**src/rtl/light_sequencer_if.sv**
```systemverilog
// ---------------------------------------------------------------------------
// light_sequencer_if
//   Groups the traffic-mode inputs and the lamp outputs of light_sequencer.
//   Clock and reset stay plain ports on the module itself.
//
//   tick          1  one-cycle timebase enable (driven toward the sequencer)
//   traffic_mode  2  00 day, 01 night, 10 pedestrian, 11 emergency
//   main_light    3  main-street lamps {R,Y,G}
//   side_light    3  side-street lamps {R,Y,G}
//   walk          1  pedestrian walk lamp
//   ped_ack       1  one-cycle pulse on the cycle the walk phase is entered
//
//   master : upstream side (mode register / bench), drives tick and mode
//   slave  : the sequencer, drives the lamps
// ---------------------------------------------------------------------------
interface light_sequencer_if;
  logic       tick;
  logic [1:0] traffic_mode;
  logic [2:0] main_light;
  logic [2:0] side_light;
  logic       walk;
  logic       ped_ack;

  modport master (
    output tick,
    output traffic_mode,
    input  main_light,
    input  side_light,
    input  walk,
    input  ped_ack
  );

  modport slave (
    input  tick,
    input  traffic_mode,
    output main_light,
    output side_light,
    output walk,
    output ped_ack
  );
endinterface

```
**src/rtl/light_sequencer.sv**
```systemverilog
// ---------------------------------------------------------------------------
// light_sequencer
//   Moore traffic-light controller. Consumes the registered 2-bit traffic mode
//   and drives main/side street lamps plus the walk lamp. Phases are timed by
//   a down-counter that only advances on tick. Mode priority:
//   emergency > pedestrian > night > day.
//
// Ports
//   clk   in  system clock, rising edge
//   rst   in  synchronous, active-high reset
//   bus   light_sequencer_if.slave
//           tick, traffic_mode        (in)
//           main_light, side_light,   (out, {R,Y,G})
//           walk, ped_ack             (out)
//
// Parameters
//   CNT_W, GREEN_T, YELLOW_T, ALLRED_T, WALK_T, FLASH_T (durations in ticks,
//   each 1 .. 2**CNT_W-1)
//
// Build option
//   YELLOW_ON_EMG_EN  when defined, an emergency arriving during a green runs
//                     that street's full yellow before going all-red. When
//                     undefined, every state goes straight to EMG.
//
// All lamp outputs are registered: they are decoded from the next state so
// they change on the same clock edge as the state register.
// ---------------------------------------------------------------------------
module light_sequencer #(
  parameter int CNT_W    = 8,
  parameter int GREEN_T  = 20,
  parameter int YELLOW_T = 4,
  parameter int ALLRED_T = 2,
  parameter int WALK_T   = 10,
  parameter int FLASH_T  = 1
) (
  input  logic             clk,
  input  logic             rst,
  light_sequencer_if.slave bus
);

  typedef enum logic [3:0] {
    ST_MAIN_G = 4'd0,
    ST_MAIN_Y = 4'd1,
    ST_AR1    = 4'd2,
    ST_SIDE_G = 4'd3,
    ST_SIDE_Y = 4'd4,
    ST_AR2    = 4'd5,
    ST_WALK   = 4'd6,
    ST_FLASH  = 4'd7,
    ST_EMG    = 4'd8
  } state_t;

  localparam logic [CNT_W-1:0] CNT_ZERO  = {CNT_W{1'b0}};
  localparam logic [CNT_W-1:0] CNT_ONE   = {{(CNT_W-1){1'b0}}, 1'b1};
  localparam logic [CNT_W-1:0] GREEN_LD  = CNT_W'(GREEN_T - 1);
  localparam logic [CNT_W-1:0] YELLOW_LD = CNT_W'(YELLOW_T - 1);
  localparam logic [CNT_W-1:0] ALLRED_LD = CNT_W'(ALLRED_T - 1);
  localparam logic [CNT_W-1:0] WALK_LD   = CNT_W'(WALK_T - 1);
  localparam logic [CNT_W-1:0] FLASH_LD  = CNT_W'(FLASH_T - 1);

  localparam logic [1:0] MODE_NIGHT = 2'b01;
  localparam logic [1:0] MODE_PED   = 2'b10;
  localparam logic [1:0] MODE_EMG   = 2'b11;

  localparam logic [2:0] LAMP_R = 3'b100;
  localparam logic [2:0] LAMP_Y = 3'b010;
  localparam logic [2:0] LAMP_G = 3'b001;

`ifdef YELLOW_ON_EMG_EN
  localparam logic EMG_VIA_YELLOW = 1'b1;
`else
  localparam logic EMG_VIA_YELLOW = 1'b0;
`endif

  // Registered state
  state_t           state_q;
  state_t           state_d;
  logic [CNT_W-1:0] cnt_q;
  logic [CNT_W-1:0] cnt_d;
  logic             ped_pending_q;
  logic             ped_pending_d;
  logic             flash_on_q;
  logic             flash_on_d;
  // Set while a yellow was entered because of an emergency: that yellow
  // is allowed to run out and then goes to EMG instead of all-red.
  logic             emg_yel_q;
  logic             emg_yel_d;

  // Registered outputs
  logic [2:0]       main_light_q;
  logic [2:0]       main_light_d;
  logic [2:0]       side_light_q;
  logic [2:0]       side_light_d;
  logic             walk_q;
  logic             walk_d;
  logic             ped_ack_q;
  logic             ped_ack_d;

  // Input qualifiers
  logic             tick;
  logic [1:0]       mode;
  logic             emg_req;
  logic             timer_done;
  logic [CNT_W-1:0] cnt_step;

  assign tick       = bus.tick;
  assign mode       = bus.traffic_mode;
  assign emg_req    = (mode == MODE_EMG);
  assign timer_done = tick && (cnt_q == CNT_ZERO);
  // Value the timer takes when the phase does not end this cycle.
  assign cnt_step   = tick ? (cnt_q - CNT_ONE) : cnt_q;

  // Lamp decode of a state: {main_light, side_light, walk}.
  function automatic logic [6:0] lamp_decode(input state_t st, input logic flash_on);
    logic [2:0] m;
    logic [2:0] s;
    logic       w;
    m = LAMP_R;
    s = LAMP_R;
    w = 1'b0;
    case (st)
      ST_MAIN_G: m = LAMP_G;
      ST_MAIN_Y: m = LAMP_Y;
      ST_SIDE_G: s = LAMP_G;
      ST_SIDE_Y: s = LAMP_Y;
      ST_WALK:   w = 1'b1;
      ST_FLASH: begin
        m = {1'b0, flash_on, 1'b0};
        s = {flash_on, 2'b00};
      end
      default: begin
        m = LAMP_R;
        s = LAMP_R;
        w = 1'b0;
      end
    endcase
    return {m, s, w};
  endfunction

  // State, timer, request latch and lamp output registers
  always_ff @(posedge clk) begin
    if (rst) begin
      state_q       <= ST_AR2;
      cnt_q         <= ALLRED_LD;
      ped_pending_q <= 1'b0;
      flash_on_q    <= 1'b1;
      emg_yel_q     <= 1'b0;
      main_light_q  <= LAMP_R;
      side_light_q  <= LAMP_R;
      walk_q        <= 1'b0;
      ped_ack_q     <= 1'b0;
    end else begin
      state_q       <= state_d;
      cnt_q         <= cnt_d;
      ped_pending_q <= ped_pending_d;
      flash_on_q    <= flash_on_d;
      emg_yel_q     <= emg_yel_d;
      main_light_q  <= main_light_d;
      side_light_q  <= side_light_d;
      walk_q        <= walk_d;
      ped_ack_q     <= ped_ack_d;
    end
  end

  // Next-state, timer and output decode
  always_comb begin
    state_d       = state_q;
    cnt_d         = cnt_q;
    flash_on_d    = flash_on_q;
    emg_yel_d     = emg_yel_q;
    // A request is latched on any cycle it is seen; WALK entry clears it.
    ped_pending_d = ped_pending_q | (mode == MODE_PED);

    case (state_q)
      ST_MAIN_G, ST_SIDE_G: begin
        if (emg_req) begin
          if (EMG_VIA_YELLOW) begin
            state_d   = (state_q == ST_MAIN_G) ? ST_MAIN_Y : ST_SIDE_Y;
            cnt_d     = YELLOW_LD;
            emg_yel_d = 1'b1;
          end else begin
            state_d = ST_EMG;
            cnt_d   = CNT_ZERO;
          end
        end else if (tick && (ped_pending_q || (cnt_q == CNT_ZERO))) begin
          state_d = (state_q == ST_MAIN_G) ? ST_MAIN_Y : ST_SIDE_Y;
          cnt_d   = YELLOW_LD;
        end else if (ped_pending_q) begin
          // Pending walk request cuts the green short at the next tick.
          cnt_d = CNT_ZERO;
        end else begin
          cnt_d = cnt_step;
        end
      end

      ST_MAIN_Y, ST_SIDE_Y: begin
        if (emg_req && !emg_yel_q) begin
          state_d = ST_EMG;
          cnt_d   = CNT_ZERO;
        end else if (timer_done) begin
          if (emg_yel_q) begin
            state_d   = ST_EMG;
            cnt_d     = CNT_ZERO;
            emg_yel_d = 1'b0;
          end else begin
            state_d = (state_q == ST_MAIN_Y) ? ST_AR1 : ST_AR2;
            cnt_d   = ALLRED_LD;
          end
        end else begin
          cnt_d = cnt_step;
        end
      end

      ST_AR1, ST_AR2: begin
        if (emg_req) begin
          state_d = ST_EMG;
          cnt_d   = CNT_ZERO;
        end else if (timer_done) begin
          if (ped_pending_q) begin
            state_d       = ST_WALK;
            cnt_d         = WALK_LD;
            ped_pending_d = 1'b0;
          end else if (mode == MODE_NIGHT) begin
            state_d    = ST_FLASH;
            cnt_d      = FLASH_LD;
            flash_on_d = 1'b1;
          end else begin
            state_d = (state_q == ST_AR1) ? ST_SIDE_G : ST_MAIN_G;
            cnt_d   = GREEN_LD;
          end
        end else begin
          cnt_d = cnt_step;
        end
      end

      ST_WALK: begin
        if (emg_req) begin
          state_d = ST_EMG;
          cnt_d   = CNT_ZERO;
        end else if (timer_done) begin
          state_d = ST_AR2;
          cnt_d   = ALLRED_LD;
        end else begin
          cnt_d = cnt_step;
        end
      end

      ST_FLASH: begin
        if (emg_req) begin
          state_d = ST_EMG;
          cnt_d   = CNT_ZERO;
        end else if (tick && (mode != MODE_NIGHT)) begin
          // Leaving night goes through clearance; a pending walk is then
          // served from AR2.
          state_d = ST_AR2;
          cnt_d   = ALLRED_LD;
        end else if (timer_done) begin
          flash_on_d = ~flash_on_q;
          cnt_d      = FLASH_LD;
        end else begin
          cnt_d = cnt_step;
        end
      end

      ST_EMG: begin
        // Release does not wait for a tick; clearance starts at full length.
        if (!emg_req) begin
          state_d = ST_AR2;
          cnt_d   = ALLRED_LD;
        end else begin
          cnt_d = CNT_ZERO;
        end
      end

      default: begin
        state_d    = ST_AR2;
        cnt_d      = ALLRED_LD;
        emg_yel_d  = 1'b0;
        flash_on_d = 1'b1;
      end
    endcase

    {main_light_d, side_light_d, walk_d} = lamp_decode(state_d, flash_on_d);
    ped_ack_d = (state_d == ST_WALK) && (state_q != ST_WALK);
  end

  assign bus.main_light = main_light_q;
  assign bus.side_light = side_light_q;
  assign bus.walk       = walk_q;
  assign bus.ped_ack    = ped_ack_q;

endmodule

```
**src/flat_wrapper.sv**
```systemverilog
// flat-port wrapper written by rule: the top's interface ports become plain ports
module light_sequencer_flat 
#(
  parameter int CNT_W    = 8,
  parameter int GREEN_T  = 20,
  parameter int YELLOW_T = 4,
  parameter int ALLRED_T = 2,
  parameter int WALK_T   = 10,
  parameter int FLASH_T  = 1
)
  (clk, rst, bus_tick, bus_traffic_mode, bus_main_light, bus_side_light, bus_walk, bus_ped_ack);
  light_sequencer_if bus_i ();
  input  logic clk;
  input  logic rst;
  input wire logic [$bits(bus_i.tick)-1:0] bus_tick;
  input wire logic [$bits(bus_i.traffic_mode)-1:0] bus_traffic_mode;
  output wire logic [$bits(bus_i.main_light)-1:0] bus_main_light;
  output wire logic [$bits(bus_i.side_light)-1:0] bus_side_light;
  output wire logic [$bits(bus_i.walk)-1:0] bus_walk;
  output wire logic [$bits(bus_i.ped_ack)-1:0] bus_ped_ack;
  assign bus_i.tick = bus_tick;
  assign bus_i.traffic_mode = bus_traffic_mode;
  assign bus_main_light = bus_i.main_light;
  assign bus_side_light = bus_i.side_light;
  assign bus_walk = bus_i.walk;
  assign bus_ped_ack = bus_i.ped_ack;
  light_sequencer #(.CNT_W(CNT_W), .GREEN_T(GREEN_T), .YELLOW_T(YELLOW_T), .ALLRED_T(ALLRED_T), .WALK_T(WALK_T), .FLASH_T(FLASH_T)) u_core (.clk(clk), .rst(rst), .bus(bus_i));
endmodule
```
**config.mk**
```make
export PLATFORM = sky130hd
export DESIGN_NAME = light_sequencer_flat
export DESIGN_NICKNAME = d
export VERILOG_FILES = /design/src/rtl/light_sequencer_if.sv /design/src/rtl/light_sequencer.sv /design/src/flat_wrapper.sv
export SDC_FILE = /design/constraint.sdc
export NUM_CORES = 1
export LEC_CHECK = 0
export CORE_MARGIN = 2
export CORE_UTILIZATION = 55
export DETAILED_ROUTE_END_ITERATION = 8
export GPL_ROUTABILITY_DRIVEN = 0
export PLACE_DENSITY = 0.77
export RECOVER_POWER = 100
export SYNTH_ARGS = -nofsm -noshare
export SYNTH_HDL_FRONTEND = slang
export SYNTH_SLANG_ARGS = --single-unit
```
**constraint.sdc**
```tcl
create_clock -name clk -period 3.5 [get_ports clk]
set_input_delay 0.7 -clock clk [delete_from_list [all_inputs] [get_ports clk]]
set_output_delay 0.7 -clock clk [all_outputs]
set_load 0.01 [all_outputs]
```
# Yosys cells after proc, flatten, opt, wreduce, memory -nomap -nowiden

Cells that the tools add are included.

Add/sub/neg operators: 1
Equal/unequal tests: 20
Multiplexer cells: 54
Bitwise gates (word level): 3
Reduce and logical (&&, ||, !) cells: 16

Operators with widths:

| kind                                                 | count |
|---|---|
| 2-to-1 mux 8 bit                                     | 14 |
| 2-to-1 mux 4 bit                                     | 14 |
| case mux 8 bit (6 select lines)                      | 1 |
| equality test 4 x 3 -> 1 bit (second input constant) | 7 |
| case mux 4 bit (6 select lines)                      | 1 |
| case mux 3 bit (3 select lines)                      | 2 |
| 2-to-1 mux 1 bit                                     | 16 |
| equality test 4 x 2 -> 1 bit (second input constant) | 3 |
| equality test 4 x 1 -> 1 bit (second input constant) | 2 |
| logical NOT 4 bit                                    | 2 |
| logical NOT 8 bit                                    | 1 |
| subtractor 8 x 1 -> 8 bit (second input constant)    | 1 |
| OR reduction 7 bit                                   | 1 |
| 2-to-1 mux 3 bit                                     | 2 |
| OR reduction 2 bit                                   | 3 |
| OR reduction 6 bit                                   | 1 |
| logical AND 1 bit                                    | 5 |
| 2-to-1 mux 5 bit                                     | 1 |
| equality test 2 bit (second input constant)          | 2 |
| equality test 4 bit (second input constant)          | 1 |
| != test 2 x 1 -> 1 bit (second input constant)       | 2 |
| != test 4 x 3 -> 1 bit (second input constant)       | 1 |
| case mux 1 bit (3 select lines)                      | 1 |
| AND reduction 3 bit                                  | 1 |
| other kinds (8)                                      | 9 |

Bits in registers: 23
Bits of input ports: 5
Output and inout bits: 8
Word-level logic and storage cells: 103

# Longest topological paths before layout

Depth in word-level cells: 9
Mapped depth: 9
Mapped depth without buffers: 8

# Least setup slack after synthesis

OpenSTA, ideal clock, no wires.

Kind: reg2reg
From: register u_core.cnt_q[0]
To: register u_core.main_light_q[2], in the netlist u_core.bus.main_light[2]
Library setup time: 114 ps
Data arrival time: 2294 ps
Required time: 3386 ps
Path slack: 1092 ps
Stages on the path, launching flop included: 10
Buffers on the path: 1
Clock period less this slack: 2408 ps
Path through: dfxtp_1 > clkbuf_1 > inv_1 > ha_1 > or4bb_4 > nor2_8 > nor2_4 > o32ai_4 > or3b_1 > a21o_1

Cells in the longest elaborated chain, start to end: 8
Elaborated cells on any way between the ends: 17
Those cells by class: eq/ne: 2; mux: 10; reduce/logical: 5

RTL lines:

| what                                                       | line                                           | source |
|---|---|---|
| start: declaration                                         | light_sequencer.sv:78                          | `logic [CNT_W-1:0] cnt_q;` |
| start signal: assignment                                   | light_sequencer.sv:154                         | `cnt_q <= cnt_d;` |
| logical NOT 8 bit (*)                                      | light_sequencer.sv:109, light_sequencer.sv:185 |  |
| logical OR 1 bit                                           | light_sequencer.sv:185                         | `end else if (tick && (ped_pending_q \|\| (cnt_q == CNT_ZERO))) begin` |
| logical AND 1 bit                                          | light_sequencer.sv:185                         |  |
| 2-to-1 mux 4 bit                                           | light_sequencer.sv:185                         |  |
| 2-to-1 mux 4 bit                                           | light_sequencer.sv:176                         | `if (emg_req) begin` |
| case mux 4 bit (6 select lines) (*)                        | light_sequencer.sv:174                         | `case (state_q)` |
| equality test 4 x 3 -> 1 bit, or another cell as far along | light_sequencer.sv:121                         | `case (st)` |
| case mux 3 bit (3 select lines) (*)                        | light_sequencer.sv:121                         |  |
| end signal: assignment                                     | light_sequencer.sv:158                         | `main_light_q <= main_light_d;` |
| end: declaration                                           | light_sequencer.sv:90                          | `logic [2:0] main_light_q;` |

Mark *: on every way between the ends. The rest lies on a longest branch, timed or not.
A chain may end at the register's enable or synchronous reset.

# Final worst setup path

From: input port bus_tick
To: register u_core.main_light_q[1], in the netlist u_core.bus.main_light[1]

Cells in the longest elaborated chain, start to end: 6
Elaborated cells on any way between the ends: 24
Those cells by class: eq/ne: 2; mux: 18; reduce/logical: 4

RTL lines:

| what                                                                       | line                                                                   | source |
|---|---|---|
| start: declaration                                                         | flat_wrapper.sv:15                                                     | `input wire logic [$bits(bus_i.tick)-1:0] bus_tick;` |
| logical AND 1 bit (on tied branches)                                       | light_sequencer.sv:252, light_sequencer.sv:109, light_sequencer.sv:185 |  |
| 2-to-1 mux 4 bit, or another cell as far along                             | light_sequencer.sv:252                                                 | `end else if (tick && (mode != MODE_NIGHT)) begin` |
| 2-to-1 mux 4 bit, or another cell as far along                             | light_sequencer.sv:249                                                 | `if (emg_req) begin` |
| case mux 4 bit (6 select lines) / 2-to-1 mux 1 bit (equally long branches) | light_sequencer.sv:174, light_sequencer.sv:249                         |  |
| equality test 4 x 3 -> 1 bit, or another cell as far along                 | light_sequencer.sv:121                                                 |  |
| case mux 3 bit (3 select lines) (*)                                        | light_sequencer.sv:121                                                 |  |

Marks and branches as above.

==> impl_metrics.sql <==
INSERT INTO impl_metrics (metric_group, metric, value, unit) VALUES
('detailed_routing', 'number_of_detailed_routing_iterations_run_before_antenna_repair', '5', ''),
('global_route', 'grt_pass1_vias', '1275', ''),
('synthesis', 'postSynthNetCount', '187', ''),
('critical_path', 'reg2reg_slack', '0.91', 'ns'),
('clock_network', 'post_cts.repair.setup_buffers', '0', ''),
('global_route', 'grtUsageTotal', '0.2278', ''),
('critical_path', 'crit-reg2reg-launch', 'u_core.cnt_q[0]', ''),
('die', 'floorplan.die.width', '56.10', 'um'),
('detailed_routing', 'met3RoutedLength', '304', 'um'),
('final_layout', 'drive_gt1_frac', '0.1070', ''),
('critical_path', 'timing.critical_path.to_type', 'register', ''),
('final_layout', 'total_area_of_multi_input_combinational_cells', '959.7', 'sq um'),
('detailed_routing', 'routed_wire_length_per_instance', '16.30', 'um'),
('detailed_routing', 'route.layer.met1.wl', '1.541', 'mm'),
('detailed_routing', 'antenna_violating_nets_post_route', '0', ''),
('synthesis', 'most_used_standard_cells_in_the_synthesized_netlist', '22 x sky130_fd_sc_hd__dfxtp_1, 17 x sky130_fd_sc_hd__a21oi_1, 16 x sky130_fd_sc_hd__nor2_1', ''),
('global_route', 'global_route.overflow_total', '0', ''),
('critical_path', 'critical_path_required', '3.73', 'ns'),
('synthesis', 'postSynthAreaPerCell', '8.247', 'sq um'),
('global_route', 'grt_antenna_before_repair', '0', ''),
('clock_network', 'numClockSinks', '22', ''),
('run_status', 'outcome', 'completed', ''),
('critical_path', 'endpoint', 'u_core.bus.main_light[1]', ''),
('hold_path', 'min_path_type', 'reg2reg', ''),
('clock_network', 'post_cts.resized_instances', '0', ''),
('pwr', 'power.net_switching', '291.6', 'uW'),
('synthesis', 'post_synth_inst_count', '181', ''),
('synthesis', 'synth.ff_latch_count', '22', ''),
('clock_network', 'worst_skew_pair.late_latency', '0.31', 'ns'),
('detailed_routing', 'routed_wirelength', '3.537', 'mm'),
('pwr', 'clockPowerShare', '0.176', ''),
('sta', 'min_cycle_time_layout', '2.958', 'ns'),
('detailed_routing', 'routed.top_layer', 'met4', ''),
('critical_path', 'worst-path-stages', '8', ''),
('final_layout', 'n_antenna_cell', '0', ''),
('synthesis', 'synth_most_common_cell', 'sky130_fd_sc_hd__dfxtp_1', ''),
('pwr', 'power_density', '477.9', 'nW/um^2'),
('sta', 'grt_setup_unrepaired', 'no', ''),
('final_layout', 'final_net_count', '194', ''),
('final_layout', 'utilization', '0.6438', ''),
('detailed_routing', 'drt_iter0_markers', '91', ''),
('synthesis', 'synth.cell_area', '1493', 'sq um'),
('synthesis', 'count_of_flip_flops_with_a_built_in_enable_after_synthesis', '0', ''),
('critical_path', 'critPathArrivalTime', '3.19', 'ns'),
('pwr', 'p_leak', '0.5948', 'nW'),
('final_layout', 'ff_latch_area', '440.4', 'sq um'),
('synthesis', 'synth_ff_type', 'sky130_fd_sc_hd__dfxtp_1', ''),
('pwr', 'sequentialPowerShare', '0.427', ''),
('critical_path', 'cpMaxStageDelayCell', 'sky130_fd_sc_hd__clkdlybuf4s50_1', ''),
('clock_network', 'clock_tree_from_tritoncts', 'done', ''),
('critical_path', 'critical_path.cell_chain', 'clkdlybuf4s50_1, clkbuf_1, and4bb_1, nand2_2, nor4_2, o32ai_4, nand3b_1, a211oi_1', ''),
('clock_network', 'cts_max_path_buffers', '2', ''),
('critical_path', 'critical_path.startpoint', 'bus_tick', ''),
('critical_path', 'critical_path.top_delay_family', 'simple AND/OR/NAND/NOR gates', ''),
('clock_network', 'cts_root_buf', 'sky130_fd_sc_hd__clkbuf_4', ''),
('critical_path', 'worstSetupPathType', 'in2reg', ''),
('critical_path', 'critPathMaxStageDelay', '0.47', 'ns'),
('pwr', 'power.combinational.fraction', '0.397', ''),
('detailed_routing', 'routed_via_density', '6.682', ''),
('die', 'die_area', '3147', 'sq um'),
('pwr', 'internal_power', '484.6', 'uW'),
('synthesis', 'synth_top_cell_by_area', 'sky130_fd_sc_hd__dfxtp_1', ''),
('run', 'maxCapViolCount', '0', ''),
('pwr', 'max-vdd-ir-drop', '0.3760', 'mV'),
('synthesis', 'netlist-cell-type-count', '62', ''),
('global_route', 'maximum_number_of_pins_on_one_net_before_global_route_repair', '22', ''),
('synthesis', 'synth_top_area_frac', '0.2951', ''),
('sta', 'final.setup_skew', '0.001336', 'ns'),
('synthesis', 'synth_seq_area_share', '0.2951', ''),
('sta', 'clock.fmax', '0.3381', 'GHz'),
('clock_network', 'number_of_cts_inserted_buffers', '3', '');
[flip-flops by register name (all words and copies together) (netlist names)]
signal	flops
u_core.cnt_q	8
u_core.state_q	4
u_core.bus.main_light	3
u_core.bus.side_light	3
u_core.bus.ped_ack	1
u_core.bus.walk	1
u_core.flash_on_q	1
u_core.ped_pending_q	1
[worst register-to-register path: cells and delay by family (launching register included)]
| family | cells | cell delay, ns |
|---|---|---|
| AND/OR/NAND/NOR | 4 | 1.23 |
| flip-flops | 1 | 0.40 |
| AO/OA/AOI/OAI | 2 | 0.56 |
| adder cells (fa/ha/maj) | 1 | 0.22 |
| buffers and inverters | 1 | 0.09 |
[area by class of cell]
class | instances | share of cell area
tap | 30 | 0.02311
inverter | 5 | 0.01156
multi-input combinational | 142 | 0.5909
sequential | 22 | 0.2712
clock buffer | 4 | 0.02234
timing repair buffer | 14 | 0.08089
[layout by cell type, fill, tap and decap left out, types with 4 or more instances in the layout]
master / Yosys / routed
sky130_fd_sc_hd__dlygate4sd3_1: 0 / 9
sky130_fd_sc_hd__o21ai_0: 10 / 10
sky130_fd_sc_hd__dfxtp_1: 22 / 22
sky130_fd_sc_hd__nand2b_1: 6 / 6
sky130_fd_sc_hd__nand2_1: 14 / 14
sky130_fd_sc_hd__a31oi_1: 4 / 4
sky130_fd_sc_hd__nand3_1: 4 / 4
sky130_fd_sc_hd__inv_1: 5 / 5
sky130_fd_sc_hd__a21oi_1: 17 / 17
sky130_fd_sc_hd__nor2_1: 16 / 16
[power groups by stage]
stage | Sequential [mW] | Combinational (mW) | Clock, mW
after CTS | 0.330 | 0.312 | 0.143
after global placement | 0.333 | 0.305 | 0
final | 0.332 | 0.308 | 0.137
after floorplan | 0.307 | 0.262 | 0
after detailed placement | 0.335 | 0.310 | 0
after global routing | 0.337 | 0.337 | 0.154
[logic make-up (layout without fill, tap and decap cells)]
kind of cell               count (synthesis)  after routing  synth area share
and+or+nand+nor                           75             75            0.3177
AOI/OAI and AO/OA                         57             57            0.2649
DFF                                       22             22            0.2951
buffers and inverters                     17             23           0.05867
xor gates and xnor gates                   6              6           0.03521
muxes                                      3              3           0.02012
adders and majority gates                  1              1          0.008381
[worst min path at each step]
stage	slack [ns]	to	cells after the start	from
after detailed placement	0.57	u_core.cnt_q[6]	2	u_core.cnt_q[6]
after CTS	0.60	u_core.cnt_q[6]	2	u_core.cnt_q[6]
after global routing	0.63	u_core.cnt_q[6]	2	u_core.cnt_q[6]
after global placement	0.54	u_core.cnt_q[7]	2	u_core.cnt_q[7]
after floorplan	0.52	u_core.cnt_q[7]	2	u_core.cnt_q[7]
final	0.59	u_core.cnt_q[6]	2	u_core.cnt_q[6]
[per-layer routing]
metal | global-route usage | vias up
li1 | - | 677
met1 | 0.3195 | 682
met2 | 0.3647 | 81
met3 | 0.03953 | 10
met4 | 0.05102 | 0
met5 | 0 | -
[stage by stage]
stage / area, sq um / instances / hold WS [ns] / worst slack, ns
3_5_place_dp: 1597 / 213 / 0.5685 / 0.5224
2_1_floorplan: 1493 / 181 / 0.5225 / 1.092
6_report: 1624 / 217 / 0.5892 / 0.5419
3_3_place_gp: 1597 / 213 / 0.5427 / 0.5722
5_1_grt: 1624 / 217 / 0.6332 / 0.3882
4_1_cts: 1633 / 217 / 0.5953 / 0.8540
Note: power is estimated with default switching activity, not from simulation.
